## src/rtl/ram_arbiter.sv

```systemverilog
// Shares one single-port synchronous RAM between a CPU requester and a loader requester.
// Latency: req seen in IDLE cycle n -> RAM enable n+1 -> ack + read data n+3 -> IDLE n+4.
// Backpressure: requests are sampled only in IDLE. CPU has priority. The loader is forced in after MAX_CPU_STREAK contested CPU wins.
//
// Ports:
//   clk, reset             clock and asynchronous active-low reset
//   cpu_* / ldr_*          level request, op, address and write data in; held read data and one-cycle ack out
//   ram_*                  registered enables/address/write data to the RAM, and its synchronous read data back
//   busy, owner            transaction in flight; owner 0 = CPU, 1 = loader
module ram_arbiter #(
    parameter int ADDR_W         = 12,
    parameter int DATA_W         = 16,
    parameter int MAX_CPU_STREAK = 4
) (
    input  logic              clk,
    input  logic              reset,
    input  logic              cpu_req,
    input  logic              cpu_we,
    input  logic [ADDR_W-1:0] cpu_addr,
    input  logic [DATA_W-1:0] cpu_wdata,
    output logic [DATA_W-1:0] cpu_rdata,
    output logic              cpu_ack,
    input  logic              ldr_req,
    input  logic              ldr_we,
    input  logic [ADDR_W-1:0] ldr_addr,
    input  logic [DATA_W-1:0] ldr_wdata,
    output logic [DATA_W-1:0] ldr_rdata,
    output logic              ldr_ack,
    output logic              ram_r_en,
    output logic              ram_w_en,
    output logic [ADDR_W-1:0] ram_addr,
    output logic [DATA_W-1:0] ram_w_data,
    input  logic [DATA_W-1:0] ram_r_data,
    output logic              busy,
    output logic              owner
);

    typedef enum logic [1:0] {
        S_IDLE    = 2'd0,
        S_ISSUE   = 2'd1,
        S_CAPTURE = 2'd2,
        S_ACK     = 2'd3
    } state_t;

    localparam logic [3:0] STREAK_MAX = 4'(MAX_CPU_STREAK);

    state_t     state;
    state_t     state_nxt;
    logic       grant_vld;
    logic       grant_ldr;
    logic       op_we;
    logic [3:0] streak;

    // Next-state and grant decision. The loader wins a contested cycle only
    // once the CPU has used up its streak allowance.
    always_comb begin
        state_nxt = state;
        grant_vld = 1'b0;
        grant_ldr = 1'b0;
        case (state)
            S_IDLE: begin
                if (cpu_req || ldr_req) begin
                    grant_vld = 1'b1;
                    grant_ldr = ldr_req && (!cpu_req || (streak == STREAK_MAX));
                    state_nxt = S_ISSUE;
                end
            end
            S_ISSUE:   state_nxt = S_CAPTURE;
            S_CAPTURE: state_nxt = S_ACK;
            S_ACK:     state_nxt = S_IDLE;
            default:   state_nxt = S_IDLE;
        endcase
    end

    always_ff @(posedge clk or negedge reset) begin
        if (!reset) begin
            state <= S_IDLE;
        end else begin
            state <= state_nxt;
        end
    end

    // Datapath. Enables and acks are single-cycle pulses, so they default low
    // every cycle and are raised only on the edge that enters ISSUE or ACK.
    always_ff @(posedge clk or negedge reset) begin
        if (!reset) begin
            ram_r_en   <= 1'b0;
            ram_w_en   <= 1'b0;
            ram_addr   <= '0;
            ram_w_data <= '0;
            cpu_rdata  <= '0;
            ldr_rdata  <= '0;
            cpu_ack    <= 1'b0;
            ldr_ack    <= 1'b0;
            owner      <= 1'b0;
            op_we      <= 1'b0;
            streak     <= '0;
        end else begin
            ram_r_en <= 1'b0;
            ram_w_en <= 1'b0;
            cpu_ack  <= 1'b0;
            ldr_ack  <= 1'b0;

            if (grant_vld) begin
                owner      <= grant_ldr;
                op_we      <= grant_ldr ? ldr_we    : cpu_we;
                ram_addr   <= grant_ldr ? ldr_addr  : cpu_addr;
                ram_w_data <= grant_ldr ? ldr_wdata : cpu_wdata;
                ram_w_en   <= grant_ldr ? ldr_we    : cpu_we;
                ram_r_en   <= grant_ldr ? !ldr_we   : !cpu_we;
                // Streak counts only CPU wins that made the loader wait.
                if (grant_ldr || !ldr_req) begin
                    streak <= '0;
                end else if (streak != STREAK_MAX) begin
                    streak <= streak + 4'd1;
                end
            end

            // RAM read data is valid during CAPTURE (one cycle after r_en).
            if (state == S_CAPTURE) begin
                if (!op_we) begin
                    if (owner) begin
                        ldr_rdata <= ram_r_data;
                    end else begin
                        cpu_rdata <= ram_r_data;
                    end
                end
                cpu_ack <= !owner;
                ldr_ack <= owner;
            end
        end
    end

    assign busy = (state != S_IDLE);

endmodule

```

## config.mk

```make
export PLATFORM = sky130hd
export DESIGN_NAME = ram_arbiter
export DESIGN_NICKNAME = d
export VERILOG_FILES = /design/src/rtl/ram_arbiter.sv
export SDC_FILE = /design/constraint.sdc
export NUM_CORES = 1
export LEC_CHECK = 0
export BUFFER_PORTS_ARGS = -buffer_cell sky130_fd_sc_hd__buf_2
export CAP_MARGIN = 20
export CORE_UTILIZATION = 47
export CTS_CLUSTER_DIAMETER = 60
export DETAILED_ROUTE_END_ITERATION = 12
export GPL_TIMING_DRIVEN = 1
export PLACE_DENSITY = 0.81
export SKIP_LAST_GASP = 1
export SYNTH_ARGS = -nofsm -noshare
export SYNTH_HDL_FRONTEND = slang
export SYNTH_SLANG_ARGS = --single-unit
```

## constraint.sdc

```tcl
create_clock -name clk -period 2.14 [get_ports clk]
set_clock_uncertainty 0.15 [all_clocks]
set_input_delay 0.214 -clock clk [delete_from_list [all_inputs] [get_ports clk]]
set_output_delay 0.214 -clock clk [all_outputs]
set_load 0.03 [all_outputs]
```

# After elaboration in Yosys (flattened, before gate mapping)
# Index checks and enable logic that the tools add are counted.
# totals
out_inout_bits	66
wordCells	52
in_bits	78
regBits	72
# op_classes
bitwise	2
add_sub_neg	1
n_reduce_logical	15
muxes	16
eq_ne	6
# ops
op	count
$mux 16	1
$mux 12	1
$mux 1	10
$mux 4	2
$pmux 2 s4	1
$reduce_and 3->1	2
$logic_not 1->1	5
$add 4x1->4 const B	1
$eq 2x2->1 const B	2
$eq 4x3->1 const B	1
$ne 4x3->1 const B	1
$reduce_bool 2->1	2
$logic_or 1x1->1	3
$eq 2x1->1 const B	1
$logic_not 2->1	1
$mux 2	1
$ne 2x2->1 const B	1
$not 1->1	2
$reduce_and 2->1	1
$logic_and 1x1->1	1

# Depth between registers and ports, before layout
# logic_depth
word_depth	8
ltp_mapped	7
mapped_depth_nobuf	5

# Least setup slack after synthesis
# No wires, ideal clock.
# synth_timing
path_kind	register to register
start	register state[0]
end	register cpu_rdata[10]
stages_incl_launch_ff	8
arrival_ps	1450
n_path_buf	2
setup_time_ps	125
setup_slack_ps	415
t_required_ps	1865
synth_period_minus_slack_ps	1725
path_cell_list	dfrtp_1 inv_1 ha_1 nor2b_2 and2b_1 buf_6 buf_6 mux2_4
# synth_via
elab_chain_len	2
# synth_rtl
element	line	rtl
start, declared	47	state_t state;
start signal, assigned	79	state <= state_nxt;
$eq 2x2->1	120	if (state == S_CAPTURE) begin
$reduce_and 3->1 (no source line)	n/a	
end signal, assigned	125	cpu_rdata <= ram_r_data;
end, declared	21	output logic [DATA_W-1:0] cpu_rdata,
# No other way between the ends.
# A chain may end at the register's enable or synchronous reset.

# Worst setup path in the final report
# layout_timing
start	register state[0]
end	register ram_w_data[2]
# layout_via
elab_chain_len	3
elab_cells_between_ends	4
cone_classes	3 x mux; 1 x reduce/logical
# layout_rtl
element	line	rtl
$logic_not 2->1 *	60	case (state)
$mux 1	60	
$mux 16	108	ram_w_data <= grant_ldr ? ldr_wdata : cpu_wdata;
end signal, assigned	108	
end, declared	32	output logic [DATA_W-1:0] ram_w_data,
# Mark *: on every way between the ends. The rest lies on a longest branch, timed or not.

==> reports/qor.txt <==
=====================================================================================
Slew at the pin with the worst max-slew slack                                 1.02 ns
Worst IR Drop VDD                                                             1.05 mV
Count of routing violations after the opening detailed-route iteration             79
Fin. Hold Viols                                                                     0
Clock root buffer                                                        sky130_fd_sc_hd__clkbuf_8
Detailed-route DRC error count                                                      0
Post-placement cell count                                                         433
Critical path capture point type                                                 flop
Mean instance size in the synthesized netlist                              14.2 sq um
Unrepaired setup endpoints after global routing                                 false
Starting density of the core                                                    48.8%
Post-detailed-placement half-perimeter wirelength                             5.20 mm
Wire length of the first global-routing pass                                  14.5 mm
Layout-stage area growth over the synthesis result                              56.5%
Yosys top cell area share                                                       57.8%
Total number of vias                                                             2703
Part of the total power dissipated in the clock network                         14.6%
Fraction of power spent switching nets                                          42.9%
Clock tree from TritonCTS                                                         yes
Launching point of the worst reg2reg path                                state[0]$_DFFE_PN0P_
Final count of pins violating max slew                                              0
Floorplan row count                                                                29
Total power density per cell area                                        1450 mW/mm^2
Later-pin clock latency in the skew report                                    0.33 ns
Reg2reg path depth                                                                  5
Post-detailed-route count of antenna-violating nets                                 0
Quantity of I/O buffers inserted on ports                                         143
Per-cell via count in the routed design                                          5.17
Area of the die                                                          0.00696 sq mm
Final weighted congestion of routability-driven global placement                0.861
Number of antenna violations at the first check in global routing                   0
Leakage component of the power                                                2.43 nW
Number of antenna repair diodes                                                     0
Total core area                                                          0.00639 sq mm
Final critical-path required period                                           1.97 ns
Maximum buffer depth of the clock tree                                              2
Total Power                                                                   7.07 mW
Worst Min Path Start                                                          ldr_req
Top cells by instance count after synthesis                              sky130_fd_sc_hd__dfrtp_1, sky130_fd_sc_hd__a221o_1, sky130_fd_sc_hd__and2_0, sky130_fd_sc_hd__mux2_4, sky130_fd_sc_hd__mux2_1
Number of stages on the worst hold path                                             2
Count of flip-flops with a built-in enable after synthesis                          0
Critical path startpoint                                                 state[0]$_DFFE_PN0P_
Fraction of registers with async set or reset after synthesis                    100%
Cell taking the most area after synthesis                                sky130_fd_sc_hd__dfrtp_1
DIE WIDTH                                                                     83.4 um
Reg clk slew, reported paths                                                  0.07 ns
Critical path class                                                      flop to flop
Number of storage elements in the synthesis netlist                                72
Top Ports                                                                         144
Net switching power figure                                                    3.03 mW
Proportion of synthesized chip area in sequential cells                         57.8%
Status                                                                      completed
Total grt overflow                                                                  0
Cells resized by post-CTS repair                                                    0
Top FF cell, synth                                                       sky130_fd_sc_hd__dfrtp_1
Number of clock sinks                                                              72
Largest fanout of any net on the critical path                                     30
Setup violators final                                                               0
Yosys cell types                                                                   33
Dominant cell by count in the synthesized netlist                        sky130_fd_sc_hd__dfrtp_1
Clock H-tree levels                                                                 3
Number of cells produced by synthesis                                             219
Vias in the first global route                                                   2949
Chip height                                                                   83.4 um
YS warnings                                                                         0
Top area cells in the synthesized netlist                                sky130_fd_sc_hd__dfrtp_1, sky130_fd_sc_hd__mux2_4, sky130_fd_sc_hd__a221o_1
Worst slew slack as a fraction of its limit                                     31.8%
Total wirelength of the detailed-routed design                                8.91 mm
Number of nets at the end of the flow                                             525
Min-Delay Path Class                                                     input pin to flop
Number of buffers created by CTS                                                    9
Post-route setup TNS                                                             0 ns
Layout cell share with drive strength beyond 1                                  42.4%
Total of fill cells in the finished design                                        400
Tot GR Track Use                                                                26.9%
Gate power share                                                                51.7%
Netlist area before placement                                            0.00312 sq mm
Kind of start point of the critical path                                         flop
Flop pwr share                                                                  33.7%
Syn Nets                                                                          302
Post-route fraction of the period consumed by the critical path                 92.1%
Maximum number of pins on one net before global-route repair                       73
Detail-routed net length per standard cell                                    17.0 um
Arrival time of the worst setup path                                          2.03 ns
Number of max-capacitance violations reported                                       0
CP required                                                                   2.20 ns
Internal                                                                      4.03 mW
DRT Pass-1 Iters                                                                    4
Fmax achieved                                                                 507 MHz
Count of non-filler cells in the finished layout                                  523
=====================================================================================
## critical path: stages (launching register included)
cell                      delay, ns
sky130_fd_sc_hd__dfrtp_1       0.36
sky130_fd_sc_hd__inv_1         0.11
sky130_fd_sc_hd__ha_1          0.31
sky130_fd_sc_hd__o21ai_2       0.34
sky130_fd_sc_hd__and2_0        0.28
sky130_fd_sc_hd__a221o_1       0.28
## cell usage in the layout (no fill, tap or decap), types with 3 or more instances in the layout
master / n
sky130_fd_sc_hd__buf_2: 143
sky130_fd_sc_hd__inv_1: 7
sky130_fd_sc_hd__and2_1: 3
sky130_fd_sc_hd__mux2_1: 13
sky130_fd_sc_hd__nand2_1: 6
sky130_fd_sc_hd__dfrtp_1: 72
sky130_fd_sc_hd__a221o_1: 28
sky130_fd_sc_hd__mux2_4: 20
sky130_fd_sc_hd__dlygate4sd3_1: 75
sky130_fd_sc_hd__ha_1: 5
sky130_fd_sc_hd__and2_0: 26
sky130_fd_sc_hd__clkbuf_8: 10
sky130_fd_sc_hd__buf_12: 4
sky130_fd_sc_hd__buf_4: 3
## power groups by stage
stage	registers [mW]	logic, mW	clock network [mW]
2_1_floorplan	3.52	1.33	0
3_3_place_gp	2.34	3.43	0
3_5_place_dp	2.37	3.52	0
4_1_cts	2.36	3.62	1.06
5_1_grt	2.44	3.86	1.12
6_report	2.38	3.65	1.03
## stage by stage
stage                     cell area (sq um)  setup WS (ns)  util (%)  hold WS (ns)
final                                  4880          0.169      76.4        0.0862
after global routing                   4880         0.0207      76.4         0.101
after CTS                              4880          0.189      76.4        0.0793
after detailed placement               3940          0.175      61.7         0.123
after global placement                 3940          0.269      61.7         0.115
after floorplan                        3120          0.415         -        -0.232
## worst paths after layout
| kind | endpoint | slack (ns) |
|---|---|---|
| setup / recovery | ram_w_data[2]$_DFFE_PN0P_ | 0.17 |
| hold / removal | streak[3]$_DFFE_PN0P_ | 0.09 |
| setup reg to reg | ram_w_data[2]$_DFFE_PN0P_ | 0.17 |
| hold reg to reg | cpu_rdata[2]$_DFFE_PN0P_ | 0.34 |
| max in group asynchronous | ram_addr[4]$_DFFE_PN0P_ | 1.25 |
| min in group asynchronous | ldr_rdata[14]$_DFFE_PN0P_ | 0.28 |
## area by class of cell
class,count,area (sq um),share of cell area (%)
Clock buffer,12,145,2.98
Clock inverter,3,42.5,0.872
Inverter,8,30.0,0.616
Multi-Input combinational cell,126,1190,24.4
Sequential cell,72,1800,36.9
Tap cell,77,96.3,1.98
Timing Repair Buffer,225,1570,32.2
## flip-flops by register name, indices dropped and copies added, names as in the netlist
name and count:
ldr_rdata 16, ram_r_en 1, cpu_ack 1, op_we 1
ram_w_en 1, ram_addr 12, ldr_ack 1, ram_w_data 16
state 2, owner 1, cpu_rdata 16, streak 4
## metal layers
metal / wire, um / share of wire (%) / global-route usage (%)
met4: 197 / 2.2 / 11.1
met5: 0 / 0 / 0
met3: 570 / 6.4 / 6.26
met2: 4530 / 51 / 46.2
met1: 3620 / 41 / 32.6
## repair_timing
action                    4_1_cts  5_1_grt
setup buffers                   0        0
hold endpoints to repair      133        0
hold buffers                   75        0
## kinds of logic after synthesis
family / Yosys count / share of synthesized area, %
buffers and inverters: 21 / 3.90
AND/OR/NAND/NOR: 46 / 9.08
adder cells (fa/ha/maj): 5 / 2.01
flip-flops: 72 / 57.8
AO/OA/AOI/OAI: 40 / 12.2
multiplexers: 35 / 15.0
Note: power is estimated with default switching activity, not from simulation.
